## config.mk

```make
export PLATFORM = sky130hd
export DESIGN_NAME = glyph_word_encoder
export DESIGN_NICKNAME = d
export VERILOG_FILES = /design/src/rtl/glyph_word_encoder.sv
export SDC_FILE = /design/constraint.sdc
export NUM_CORES = 1
export LEC_CHECK = 0
export CAP_MARGIN = 25
export CORE_MARGIN = 2
export CORE_UTILIZATION = 53
export DETAILED_ROUTE_END_ITERATION = 16
export GPL_ROUTABILITY_DRIVEN = 0
export GPL_TIMING_DRIVEN = 0
export PLACE_DENSITY = 0.75
export SLEW_MARGIN = 0
export SYNTH_ARGS = -nofsm -noshare
export SYNTH_HDL_FRONTEND = slang
export SYNTH_SLANG_ARGS = --single-unit
```

## constraint.sdc

```tcl
create_clock -name clk_i -period 5.1 [get_ports clk_i]
set_clock_uncertainty 0.1 [all_clocks]
set_input_delay 1.02 -clock clk_i [delete_from_list [all_inputs] [get_ports clk_i]]
set_output_delay 1.02 -clock clk_i [all_outputs]
set_load 0.02 [all_outputs]
```

## src/rtl/glyph_word_encoder.sv

```systemverilog
// glyph_word_encoder: recovers the 3-bit UPC code from six seven-segment glyphs of a product word.
// Ports:
//   clk_i          system clock, rising edge
//   reset_n_i      asynchronous active-low reset
//   glyph_i        active-low segment pattern (bit 6 = segment 6)
//   glyph_valid_i  glyph presented this cycle
//   glyph_sof_i    first glyph of a word (HEX5), qualified by glyph_valid_i
//   glyph_ready_o  glyph accepted this cycle when valid
//   upc_o          recovered code, held until the next result
//   upc_valid_o    one-cycle result pulse
//   no_match_o     word not in table, valid with upc_valid_o
//   busy_o         a word is partially received
module glyph_word_encoder #(
  parameter int NUM_DIGITS = 6
) (
  input  logic       clk_i,
  input  logic       reset_n_i,
  input  logic [6:0] glyph_i,
  input  logic       glyph_valid_i,
  input  logic       glyph_sof_i,
  output logic       glyph_ready_o,
  output logic [2:0] upc_o,
  output logic       upc_valid_o,
  output logic       no_match_o,
  output logic       busy_o
);
  typedef enum logic [1:0] {IDLE, COLLECT, RESULT} state_e;
  localparam logic [6:0] BL = 7'b1111111;
  localparam logic [6:0] GS = 7'b0010010;
  localparam logic [6:0] GA = 7'b1001000;
  localparam logic [6:0] GF = 7'b0001110;
  localparam logic [6:0] GE = 7'b0000110;
  localparam logic [6:0] GC = 7'b1000110;
  localparam logic [6:0] GO = 7'b1000000;
  localparam logic [6:0] GH = 7'b0001001;
  localparam logic [6:0] GP = 7'b0001100;
  localparam logic [6:0] GL = 7'b1000111;
  localparam logic [6:0] GY = 7'b0110001;
  localparam logic [2:0] LAST = 3'(NUM_DIGITS - 1);
  // Each word is indexed by display number: element 5 is HEX5, the first glyph received.
  localparam logic [5:0][6:0] WORD [6] = '{
    {BL, GS, GA, GF, GE, BL},
    {GC, GO, GF, GF, GE, GE},
    {GC, GH, GE, GS, GS, BL},
    {GA, GP, GP, GL, GE, BL},
    {BL, GC, GO, GP, GY, BL},
    {GC, GH, GE, GE, GS, GE}
  };
  localparam logic [2:0] CODE [6] = '{3'd0, 3'd1, 3'd3, 3'd4, 3'd5, 3'd6};
  state_e     state_q;
  logic [2:0] count_q;
  logic [5:0] mask_q;
  logic       ready_q;
  logic [2:0] upc_q;
  logic       upc_valid_q;
  logic       no_match_q;
  logic       busy_q;
  logic [2:0] hex_d;
  logic [5:0] hit_d;
  logic [5:0] mask_d;
  logic [2:0] sel_d;
  logic [2:0] upc_d;
  logic       miss_d;
  logic       accept;
  assign accept = glyph_valid_i && ready_q;
  // A sof glyph (or any glyph outside COLLECT) is always compared as HEX5 and reloads the mask.
  always_comb begin
    hex_d = (state_q == COLLECT && !glyph_sof_i) ? 3'd5 - count_q : 3'd5;
    for (int k = 0; k < 6; k++) hit_d[k] = (WORD[k][hex_d] == glyph_i);
    mask_d = (hex_d == 3'd5) ? hit_d : mask_q & hit_d;
    sel_d = 3'b111;
    for (int k = 0; k < 6; k++) if (mask_d[k]) sel_d = CODE[k];
    miss_d = !$onehot(mask_d);
    upc_d = miss_d ? 3'b111 : sel_d;
  end
  always_ff @(posedge clk_i or negedge reset_n_i) begin
    if (!reset_n_i) begin
      state_q     <= IDLE;
      count_q     <= '0;
      mask_q      <= '1;
      ready_q     <= 1'b1;
      upc_q       <= '0;
      upc_valid_q <= 1'b0;
      no_match_q  <= 1'b0;
      busy_q      <= 1'b0;
    end else begin
      upc_valid_q <= 1'b0;
      case (state_q)
        IDLE: begin
          if (accept && glyph_sof_i) begin
            mask_q  <= mask_d;
            count_q <= 3'd1;
            busy_q  <= 1'b1;
            state_q <= COLLECT;
          end
        end
        COLLECT: begin
          if (accept) begin
            mask_q <= mask_d;
            if (glyph_sof_i) begin
              count_q <= 3'd1;
            end else if (count_q == LAST) begin
              state_q     <= RESULT;
              ready_q     <= 1'b0;
              busy_q      <= 1'b0;
              upc_valid_q <= 1'b1;
              upc_q       <= upc_d;
              no_match_q  <= miss_d;
            end else begin
              count_q <= count_q + 3'd1;
            end
          end
        end
        RESULT: begin
          state_q <= IDLE;
          ready_q <= 1'b1;
          count_q <= '0;
          mask_q  <= '1;
        end
        default: state_q <= IDLE;
      endcase
    end
  end
  assign glyph_ready_o = ready_q;
  assign upc_o         = upc_q;
  assign upc_valid_o   = upc_valid_q;
  assign no_match_o    = no_match_q;
  assign busy_o        = busy_q;
endmodule

```

; Word-level counts from Yosys, hierarchy flattened
; Memories as Yosys holds them, arrays and structs flattened.
; Index checks and enable logic that the tools add are counted.
[word_totals]
register_bits = 18
rom_bits = 336
inputBits = 11
output_inout_bits = 7
elab_cells = 93
memories = 6
[op_classes]
n_addsub = 7
order_cmp = 1
eq_ne = 16
n_mux = 38
n_bitwise = 2
n_reduce_logical = 15
[mem_list]
columns = name, words, word_bits, rd, rd_clocked_by_memory_dff, wr, line
row1 = (name not given), 8, 7, 1, 0, 0, 69  ; for (int k = 0; k < 6; k++) hit_d[k] = (WORD[k][hex_d] == glyph_i);
row2 = (name not given), 8, 7, 1, 0, 0, 69
row3 = (name not given), 8, 7, 1, 0, 0, 69
row4 = (name not given), 8, 7, 1, 0, 0, 69
row5 = (name not given), 8, 7, 1, 0, 0, 69
row6 = (name not given), 8, 7, 1, 0, 0, 69
[ops]
columns = op, n
row1 = equality test 7 bit, 6
row2 = 2-to-1 mux 7 bit, 6
row3 = 2-to-1 mux 3 bit, 12
row4 = 2-to-1 mux 6 bit, 3
row5 = case mux 6 bit (3 select lines), 1
row6 = AND reduction 4 bit, 4
row7 = case mux 3 bit (3 select lines), 1
row8 = 2-to-1 mux 1 bit, 8
row9 = 2-to-1 mux 2 bit, 4
row10 = adder 1 x 1 -> 2 bit, 3
row11 = AND 6 bit, 1
row12 = "equality test 3 bit, second input constant", 2
row13 = "inequality test 2 bit, second input constant", 3
row14 = AND reduction 5 bit, 1
row15 = "less-than comparator 3 x 4 -> 1 bit, second input constant", 1
row16 = case mux 1 bit (2 select lines), 2
row17 = case mux 2 bit (2 select lines), 1
row18 = nonzero test 2 bit, 2
row19 = adder 2 x 2 -> 3 bit, 1
row20 = "adder 3 x 1 -> 3 bit, second input constant", 1
row21 = adder 3 x 2 -> 3 bit, 1
row22 = "equality test 3 x 1 -> 1 bit, second input constant", 1
row23 = logical AND 1 bit, 3
row24 = "inequality test 3 bit, second input constant", 1
row25 = other kinds (9), 10

; Depth between registers and ports, before layout
; Gate-level depths: netlist of the first run.
[logic_depth]
ltp_word = 15
depth_mapped = 21
ltp_nobuf = 21

; Least setup slack after synthesis of the first run
; No wires, ideal clock.
[synth_path]
path_type = input-to-reg
start = input glyph_sof_i
end = register upc_q[1], in the netlist upc_o[1]
setup_time_ns = 0.132
t_arrival_ns = 4.934
required_ns = 4.868
path_slack_ns = -0.066
cell_stages = 18
path_buffers = 2
path_cell_list = buf_2 -> nand3b_1 -> inv_1 -> ha_1 -> clkbuf_1 -> o22ai_1 -> a22oi_1 -> a22oi_1 -> or4b_4 -> inv_1 -> fa_1 -> fa_1 -> ha_1 -> fa_1 -> nor2_1 -> nand3_1 -> nor4_1 -> a211oi_1
[synth_via]
elab_chain_cells = 15
elab_cells_between_ends = 39
classes_between = add/sub (5) / eq/ne (8) / mux (15) / bitwise (2) / reduce/logical (3) / memory (6)
[synth_rtl]
columns = item, line
row1 = "start, declared", 20  ; input logic glyph_sof_i,
row2 = "parallel branches: the longest is 15 deep, another holds memory read (8 x 7 bit)", --
row3 = "end signal, assigned", 107  ; upc_q <= upc_d;
row4 = "end, declared", 54  ; logic [2:0] upc_q;
; Parallel ways; which one is timed is not known. The select of a mux whose other input is x is not followed.
; A chain may end at the register's enable or synchronous reset.

; Worst setup path in the final report of the first run
[layout_path]
start = input glyph_i[0]
end = register upc_q[0], in the netlist upc_o[0]
[layout_via]
elab_chain_cells = 10
elab_cells_between_ends = 21
classes_between = add/sub (5) / eq/ne (7) / mux (8) / bitwise (1)
[layout_rtl]
columns = item, line
row1 = "start, declared", 18  ; input logic [6:0] glyph_i,
row2 = equality test 7 bit, 69
row3 = AND 6 bit, 70  ; mask_d = (hex_d == 3'd5) ? hit_d : mask_q & hit_d;
row4 = 2-to-1 mux 6 bit *, 70
row5 = "parallel branches: the longest is 6 deep, another holds adder 2 x 2 -> 3 bit", --
row6 = 2-to-1 mux 3 bit *, 74  ; upc_d = miss_d ? 3'b111 : sel_d;
; Mark *: on every way between the ends.

==> flow_metrics.py, run 1 <==
metrics = {
    "worst_setup_path": {
        "critPathArrivalTime_ps": 5120,
        "cp-startpoint": "glyph_i[0]",
        "cp-end-kind": "register",
        "critPathMaxStageDelay_ps": 580,
        "required_ps": 5140,
        "worst_path_most_repeated_cell": "fa_1",
        "critPathMaxFanout": 10,
        "startpoint_type": "input port",
        "crit_type": "input port to register",
        "critical-path-slowest-cell": "or4b_4",
        "path_cells": "clkdlybuf4s50_1, buf_2, or2_2, o32ai_2, a22oi_2, or4b_4, inv_4, fa_1, fa_1, ha_2, fa_1, nor2_2, nand3_2, nor2_1, a21oi_2",
        "reg2reg_from": "state_q[1]$_DFFE_PN0P_",
    },
    "global_routing": {
        "grt_usage_pct": 28.0,
        "grt_pass1_vias": 2022,
        "grt_max_degree": 19,
        "antenna_found_initial": 0,
        "grt-ovfl-total": 0,
        "grt_pass1_wl_um": 9490,
    },
    "route": {
        "vias_per_cell": 6.20,
        "wl_um": 5690,
        "via_count": 2089,
        "drt_iter0_drc": 206,
        "antenna_left": 0,
        "drc_errors": 0,
        "dr.pass1.iters": 4,
        "post_drt_wl_per_cell_um": 16.9,
    },
    "layout": {
        "final-seq-area_sq_um": 459,
        "layout-drive-gt1-share_pct": 24.2,
        "n_fill_cell": 315,
        "fin_area_sq_um": 2550,
        "area_delta_synth_final_pct": 24.2,
        "multi_input_area_sq_um": 1550,
        "antenna_cells_inserted": 0,
        "finalNetCount": 318,
        "instances_no_fill": 337,
    },
    "timing": {
        "rsz0062_at_grt": "yes",
        "fin_crit_sh_pct": 99.6,
        "final-hold-violation-count": 0,
        "whs_ps": 408,
        "slew_violations": 0,
        "worstMarginPinSlew_ps": 780,
        "period_needed_ps": 5080,
        "max_freq_ghz": 0.197,
        "setup_viol_count_final": 0,
        "max_slew_margin_pct": 47.9,
    },
    "clocking": {
        "cts_tree": "yes",
        "postCtsHoldBufs": 0,
        "clk_latency_ps": 260,
        "clock_path_buffers": 2,
        "clock-sinks": 18,
        "numCtsBuffers": 3,
        "clockRootBuffer": "clkbuf_8",
        "htreeDepth": 1,
        "clkTransAtPathRegs_ps": 70,
    },
    "die": {
        "core-area_sq_um": 3690,
        "die_w_um": 66.3,
        "dieArea_sq_um": 4390,
        "rows": 22,
        "start_util_pct": 55.7,
        "die_h_um": 66.3,
        "pin_count": 18,
    },
    "place": {
        "dpl_cell_area_sq_um": 2280,
        "io_buffer_count": 16,
        "hpwl_um": 3890,
        "place_inst": 323,
    },
    "synth": {
        "synth.yosys.warnings": 0,
        "synth.ff_latch_count": 18,
        "syn_nets": 287,
        "synthTopCellsByArea": "dfrtp_1 13%, dfstp_2 8.9%, ha_1 8.5%, a21oi_1 5.1%, nor2_1 4.6%",
        "synthDistinctLibCells": 68,
        "seq_area_frac_synth_pct": 22.3,
        "syn_inst": 259,
        "synth_top_cell_by_area": "dfrtp_1",
        "synth-async-reset-ratio_pct": 100,
        "synth-main-ff-cell": "dfrtp_1",
        "synth_top_area_share_pct": 13.4,
        "avgSynthCellArea_sq_um": 7.94,
        "synth_edf_count": 0,
        "netlist_area_sq_um": 2060,
    },
    "power": {
        "power_leakage_nw": 1.09,
        "p_per_area_nw_per_um2": 317,
        "vdd_drop_max_uv": 306,
    },
    "hold_path": {
        "holdCritPathClass": "register to register",
        "hold_start": "mask_q[3]$_DFFE_PN1P_",
    },
    "outcome": {
        "outcome": "finished clean",
    },
    "job": {
        "max_cap_violations": 0,
    },
}
==> stage by stage <==
step | worst slack, ps | utilization, % | total power, mW | TNS [ps]
floorplan | 42.4 | - | 0.534 | 0
global placement | -842 | 61.8 | 0.624 | -3170
detailed placement | -880 | 61.8 | 0.632 | -3320
CTS | 20.3 | 67.3 | 0.783 | 0
global route | -154 | 69.2 | 0.870 | -444
finish | 20.9 | 69.2 | 0.810 | 0
==> cell families (layout without fill, tap and decap cells) <==
group                    after synthesis  in the layout  synth area share [%]
AO/OA/AOI/OAI                         76             76                  25.7
AND/OR/NAND/NOR                      100            100                  27.5
buffers and inverters                 37             67                  7.91
flip-flops                            18             18                  22.3
XOR/XNOR                               5              5                  2.13
adder cells (fa/ha/maj)               17             17                  11.4
multiplexers                           6              6                  2.98
==> placed cells by master, fill, tap and decap left out, types with 3 or more instances in the layout <==
master / n
nor2_1: 22
a21oi_1: 20
nand2_1: 16
clkdlybuf4s50_1: 15
buf_4: 14
inv_1: 11
dfrtp_1: 11
o21ai_0: 10
ha_1: 9
nand2b_1: 8
nor3_1: 7
nand3_1: 7
dfstp_2: 7
clkbuf_1: 6
buf_2: 5
mux2i_1: 5
buf_6: 4
nand3b_1: 4
inv_2: 4
xnor2_1: 4
nand4_1: 4
clkbuf_8: 4
a32o_1: 3
or3_1: 3
nor2_2: 3
and3_1: 3
o21bai_1: 3
fa_1: 3
ha_4: 3
==> where the power goes <==
group | internal, mW | switching (mW)
clock network | 0.0688 | 0.0505
logic | 0.196 | 0.255
registers | 0.201 | 0.0391
total | 0.465 | 0.344
==> synth_stat cells, types with 3 or more instances <==
cell type / n
a21oi_1: 21
nand2_1: 17
inv_1: 15
o22ai_1: 3
o21bai_1: 3
mux2i_1: 5
buf_2: 7
a32o_1: 3
a22oi_1: 4
fa_1: 3
or3_1: 3
dfstp_2: 7
nor3b_1: 3
ha_1: 14
and3_1: 3
nand4_1: 4
o21ai_0: 11
nor2_1: 25
xnor2_1: 4
nand3_1: 8
clkbuf_1: 9
nand3b_1: 4
o32ai_1: 3
nand2b_1: 8
nor3_1: 7
dfrtp_1: 11
==> flip-flops by register name, indices dropped and copies added, names as in the netlist <==
signal and count:
mask_q 6, glyph_ready_o 1, busy_o 1, no_match_o 1, upc_o 3, count_q 3
upc_valid_o 1, state_q 2
==> final timing paths <==
check / end / slack, ps / cells past startpoint
max in group asynchronous: count_q[1]$_DFFE_PN0P_ / 3300 / 1
worst min register to register: mask_q[3]$_DFFE_PN1P_ / 410 / 2
worst min-delay path: mask_q[3]$_DFFE_PN1P_ / 410 / 2
worst max register to register: upc_o[0]$_DFFE_PN0P_ / 140 / 19
worst max-delay path: upc_o[0]$_DFFE_PN0P_ / 20 / 15
min in group asynchronous: upc_valid_o$_DFF_PN0_ / 1110 / 1
==> routing by layer <==
layer	global-route usage [%]	part of all wire, %	vias to the layer above	wire [um]
met2	49.6	49	77	2770
met3	2.21	4.6	13	263
met1	35.6	44	996	2520
met5	0	0	-	0
li1	-	-	1003	-
met4	9.44	2.3	0	132
==> worst max-delay path: cells and delay by family <==
family,cells,cell delay [ps]
adder cells (fa/ha/maj),4,1560
AO/OA/AOI/OAI,3,420
AND/OR/NAND/NOR,5,1340
buffers and inverters,3,770
==> layout make-up <==
| class | instances | share of cell area, % |
|---|---|---|
| buffer | 18 | 4.41 |
| tap | 48 | 2.35 |
| multi-input combinational | 204 | 60.5 |
| sequential | 18 | 18.0 |
| clock buffer | 4 | 2.16 |
| inverter | 17 | 2.60 |
| timing repair buffer | 28 | 10.0 |
==> timing repair <==
item / in CTS / in global routing
buffers inserted: 10 / 3
endpoints found under the hold margin: 0 / 0
pin swaps: 15 / 13
resized for setup: 26 / 17
setup endpoints to repair: 4 / 4
(Power assumes the default switching activity.)
==> run 2, diff against run 1 <==
- CORE_UTILIZATION: 53 -> 58
- DONT_BUFFER_PORTS: default -> 1
- PLACE_DENSITY: 0.75 -> 0.74
==> flow_metrics.py, run 2 (synthesized netlist as in run 1, its figures left out) <==
metrics = {
    "outcome": {
        "outcome": "finished clean",
    },
    "clocking": {
        "clkTransAtPathRegs_ps": 100,
        "htreeDepth": 1,
        "clockRootBuffer": "clkbuf_4",
        "numCtsBuffers": 3,
        "postCtsHoldBufs": 0,
        "cts_tree": "yes",
        "clock_path_buffers": 2,
        "clock-sinks": 18,
        "clk_latency_ps": 280,
    },
    "timing": {
        "max_slew_margin_pct": 65.3,
        "rsz0062_at_grt": "yes",
        "max_freq_ghz": 0.199,
        "worstMarginPinSlew_ps": 507,
        "final-hold-violation-count": 0,
        "fin_crit_sh_pct": 98.7,
        "period_needed_ps": 5030,
        "setup_viol_count_final": 0,
        "slew_violations": 0,
    },
    "die": {
        "pin_count": 18,
        "die_h_um": 63.5,
        "dieArea_sq_um": 4040,
        "start_util_pct": 61.1,
        "die_w_um": 63.5,
        "core-area_sq_um": 3360,
        "rows": 21,
    },
    "route": {
        "drc_errors": 0,
        "antenna_left": 0,
        "wl_um": 5530,
        "drt_iter0_drc": 190,
        "dr.pass1.iters": 4,
        "via_count": 2036,
        "vias_per_cell": 6.38,
        "post_drt_wl_per_cell_um": 17.3,
    },
    "worst_setup_path": {
        "critPathMaxFanout": 10,
        "crit_type": "input port to register",
        "required_ps": 5170,
        "cp-end-kind": "register",
        "critPathArrivalTime_ps": 5100,
        "startpoint_type": "input port",
    },
    "layout": {
        "area_delta_synth_final_pct": 14.6,
        "regMostFlops": "mask_q",
        "n_fill_cell": 292,
        "final_cell_mix": "23 x nor2_1, 21 x a21oi_1, 16 x nand2_1",
        "finalNetCount": 302,
        "instances_no_fill": 319,
        "layout-drive-gt1-share_pct": 23.8,
        "largest_reg_flops": 6,
        "final_common_cell": "nor2_1",
        "antenna_cells_inserted": 0,
    },
    "power": {
        "power_leakage_nw": 1.01,
        "finalPower_mw": 0.750,
        "p_per_area_nw_per_um2": 318,
        "vdd_drop_max_uv": 245,
    },
    "global_routing": {
        "grt_pass1_vias": 2012,
        "grt-ovfl-total": 0,
        "grt_pass1_wl_um": 9220,
        "grt_max_degree": 19,
        "grt_usage_pct": 28.4,
        "antenna_found_initial": 0,
    },
    "hold_path": {
        "holdCritPathClass": "input port to async pin",
    },
    "job": {
        "max_cap_violations": 0,
    },
    "place": {
        "place_inst": 305,
        "hpwl_um": 3980,
        "io_buffer_count": 0,
    },
}
run 2: cell types whose count changed in the layout (fill, tap and decap cells not counted), sizes merged:
cell           previous run  this run
buf                      24        22
clkbuf                   11        12
clkdlybuf4s50            15         0
run 2: path summary, 6_finish.rpt:
check | from | end | slack [ps] | depth (start not counted)
min in group clk_i | count_q[2]$_DFFE_PN0P_ | count_q[2]$_DFFE_PN0P_ | 410 | 1
hold / removal | reset_n_i | count_q[2]$_DFFE_PN0P_ | 310 | 0
setup / recovery | glyph_sof_i | upc_o[0]$_DFFE_PN0P_ | 70 | 18
hold reg to reg | count_q[2]$_DFFE_PN0P_ | count_q[2]$_DFFE_PN0P_ | 410 | 1
max in group asynchronous | reset_n_i | mask_q[3]$_DFFE_PN1P_ | 4400 | 0
setup reg to reg | state_q[0]$_DFFE_PN0P_ | upc_o[0]$_DFFE_PN0P_ | 150 | 19
run 2: layout make-up:
class | count | area [sq um] | area share [%]
multi-input cells | 204 | 1550 | 65.7
flip-flops and latches | 18 | 460 | 19.5
plain buffers | 19 | 115 | 4.89
repair buffers | 11 | 82.6 | 3.51
inverters | 17 | 66.3 | 2.81
well taps | 46 | 57.6 | 2.44
clock buffers | 4 | 26.3 | 1.12
run 2: repair_timing:
| action | 4_1_cts | 5_1_grt |
|---|---|---|
| endpoints found under the setup margin | 4 | 4 |
| pin swaps | 4 | 11 |
| hold endpoints to repair | 0 | 0 |
| buffers inserted | 4 | 7 |
| resized for setup | 12 | 22 |
run 2: report_power, final:
| group | total (mW) | leakage [nW] | switching, mW | internal, mW |
|---|---|---|---|---|
| sequential | 0.238 | 0.215 | 0.0376 | 0.201 |
| combinational | 0.442 | 0.782 | 0.250 | 0.191 |
| clock | 0.0698 | 0.0150 | 0.0395 | 0.0303 |
| total | 0.750 | 1.01 | 0.327 | 0.423 |
run 2: per-layer routing:
| metal | track usage, % | up-vias | part of all wire [%] |
|---|---|---|---|
| li1 | - | 967 | - |
| met1 | 35.0 | 957 | 40 |
| met2 | 47.6 | 84 | 48 |
| met3 | 4.29 | 28 | 6.7 |
| met4 | 14.9 | 0 | 4.5 |
| met5 | 0 | - | 0 |
run 2: worst max-delay path, cell delays in order:
cell and delay, ps:
buf_6 120, nand3b_1 260, buf_4 210, ha_4 300, o22ai_2 90, a22oi_2 140, a22oi_2 110, or4b_4 590
inv_4 80, fa_1 450, fa_1 490, ha_2 210, fa_1 490, nor2_2 160, nand3_4 120, inv_2 80
o2bb2ai_1 110, a21oi_1 50
run 2: through the flow:
step | utilization (%) | cell area (sq um) | TNS [ps] | hold slack (ps) | worst slack, ps
2_1_floorplan | - | 2060 | 0 | 355 | 42.4
3_3_place_gp | 62.9 | 2120 | -1360 | 387 | -387
3_5_place_dp | 62.9 | 2120 | -1770 | 388 | -487
4_1_cts | 66.0 | 2220 | 0 | 299 | 14.5
5_1_grt | 70.1 | 2360 | -93.8 | 287 | -41.7
6_report | 70.1 | 2360 | 0 | 315 | 67.2
==> run 3, diff against run 2 <==
- CORE_UTILIZATION: 58 -> 60
- clock period: 5.1 -> 5.2 ns (I/O delays scaled with it)
==> flow_metrics.py, run 3 (synthesized netlist as in run 1, its figures left out) <==
metrics = {
    "outcome": {
        "outcome": "finished clean",
    },
    "timing": {
        "max_freq_ghz": 0.192,
        "fin_crit_sh_pct": 99.9,
        "period_needed_ps": 5200,
        "rsz0062_at_grt": "yes",
        "worstMarginPinSlew_ps": 482,
        "max_slew_margin_pct": 67.7,
        "setup_viol_count_final": 0,
        "slew_violations": 0,
        "final-hold-violation-count": 0,
    },
    "worst_setup_path": {
        "reg2reg_slack_ps": 80,
        "critical_path.top_delay_family": "adder cells",
        "reg2reg_depth": 20,
        "critPathMaxFanout": 7,
        "path_cells": "buf_12, nand3b_1, inv_2, ha_2, nor2b_2, nor3b_1, o32ai_2, a22oi_1, or4b_4, inv_4, fa_1, fa_1, ha_2, fa_1, nor2_1, nand3_2, buf_4, inv_2, o2bb2ai_1, a21oi_1",
        "cp-startpoint": "glyph_sof_i",
        "crit_type": "input port to register",
        "cp-end-kind": "register",
        "required_ps": 5280,
        "path_buf_inv": 5,
        "startpoint_type": "input port",
        "critPathArrivalTime_ps": 5280,
        "critical-path-slowest-cell": "or4b_4",
        "critPathMaxStageDelay_ps": 600,
        "rr_endpoint": "upc_o[0]$_DFFE_PN0P_",
        "worst_path_most_repeated_cell": "fa_1",
        "reg2reg_from": "state_q[0]$_DFFE_PN0P_",
    },
    "global_routing": {
        "grt_pass1_wl_um": 8800,
        "grt_usage_pct": 27.8,
        "grt_pass1_vias": 1978,
        "grt-ovfl-total": 0,
        "antenna_found_initial": 0,
        "grt_max_degree": 19,
    },
    "route": {
        "dr.pass1.iters": 6,
        "post_drt_wl_per_cell_um": 17.4,
        "vias_per_cell": 6.50,
        "drc_errors": 0,
        "via_count": 2072,
        "drt_iter0_drc": 228,
        "wl_um": 5550,
        "antenna_left": 0,
    },
    "power": {
        "vdd_drop_max_uv": 222,
        "finalPower_mw": 0.738,
        "power_leakage_nw": 0.985,
        "p_per_area_nw_per_um2": 316,
    },
    "die": {
        "die_w_um": 62.5,
        "die_h_um": 62.5,
        "rows": 21,
        "pin_count": 18,
        "start_util_pct": 62.1,
        "dieArea_sq_um": 3910,
        "core-area_sq_um": 3310,
    },
    "layout": {
        "regMostFlops": "mask_q",
        "area_delta_synth_final_pct": 13.5,
        "final_common_cell": "nor2_1",
        "layout-drive-gt1-share_pct": 23.1,
        "antenna_cells_inserted": 0,
        "finalNetCount": 302,
        "n_fill_cell": 289,
        "final_cell_mix": "23 x nor2_1, 21 x a21oi_1, 17 x nand2_1",
        "final_util_pct": 70.5,
        "largest_reg_flops": 6,
        "instances_no_fill": 319,
    },
    "clocking": {
        "numCtsBuffers": 3,
        "clockRootBuffer": "clkbuf_4",
        "clk_latency_ps": 290,
        "cts_tree": "yes",
        "clkTransAtPathRegs_ps": 100,
        "clock-sinks": 18,
        "htreeDepth": 1,
        "clock_path_buffers": 2,
    },
    "place": {
        "place_inst": 305,
        "hpwl_um": 4020,
        "io_buffer_count": 0,
    },
    "hold_path": {
        "holdCritPathClass": "input port to async pin",
    },
    "job": {
        "max_cap_violations": 0,
    },
}
## run 3: worst register-to-register path: stages (launching register included)
cell       delay [ps]
dfrtp_1           470
ha_4              210
buf_4             160
nand3b_1          250
inv_2              80
ha_2              200
buf_6             130
o32ai_2           290
a22oi_1           150
or4b_4            600
inv_4              80
fa_1              450
fa_1              510
ha_2              220
fa_1              480
nor2_1            150
nand3_2           130
buf_4             160
inv_2              50
o2bb2ai_1         100
a21oi_1            50
## run 3: metal layers
layer / share of wire, % / track usage [%] / routed length (um) / vias up
met4: 3.9 / 11.9 / 215 / 0
met1: 40 / 34.2 / 2230 / 972
li1: - / - / - / 969
met5: 0 / 0 / 0 / -
met2: 49 / 49.9 / 2730 / 106
met3: 6.8 / 1.80 / 378 / 25
## run 3: power by group
part | switching (mW) | internal (mW)
Combinational | 0.236 | 0.181
Sequential | 0.0407 | 0.197
Clock | 0.0414 | 0.0426
## run 3: worst max path at each step
stage | cells after the start | slack, ps | to
4_1_cts | 18 | 9 | upc_o[1]$_DFFE_PN0P_
6_report | 20 | 5 | upc_o[0]$_DFFE_PN0P_
3_3_place_gp | 18 | -500 | upc_o[1]$_DFFE_PN0P_
5_1_grt | 17 | -200 | upc_o[1]$_DFFE_PN0P_
2_1_floorplan | 18 | 10 | upc_o[1]$_DFFE_PN0P_
3_5_place_dp | 18 | -640 | upc_o[1]$_DFFE_PN0P_
## run 3: cell type report
type	instances	area (sq um)	area share, %
multi-input cells	204	1510	64.9
flip-flops and latches	18	460	19.7
plain buffers	20	124	5.31
repair buffers	10	75.1	3.22
inverters	17	66.3	2.84
well taps	46	57.6	2.47
clock buffers	4	36.3	1.55
## run 3: what timing repair did
item | 4_1_cts | 5_1_grt
buffers inserted | 2 | 9
gates resized for setup | 4 | 29
hold buffers | 0 | 0
endpoints found under the setup margin | 4 | 4
pin swaps | 0 | 11
## run 3: per-stage QoR
stage / worst slack, ps / TNS, ps / hold WS, ps / instance area (sq um)
after floorplan: 14.1 / 0 / 355 / 2060
after global placement: -500 / -1800 / 388 / 2110
after detailed placement: -642 / -2410 / 389 / 2110
after CTS: 8.61 / 0 / 320 / 2170
after global routing: -202 / -477 / 303 / 2330
final: 5.00 / 0 / 332 / 2330
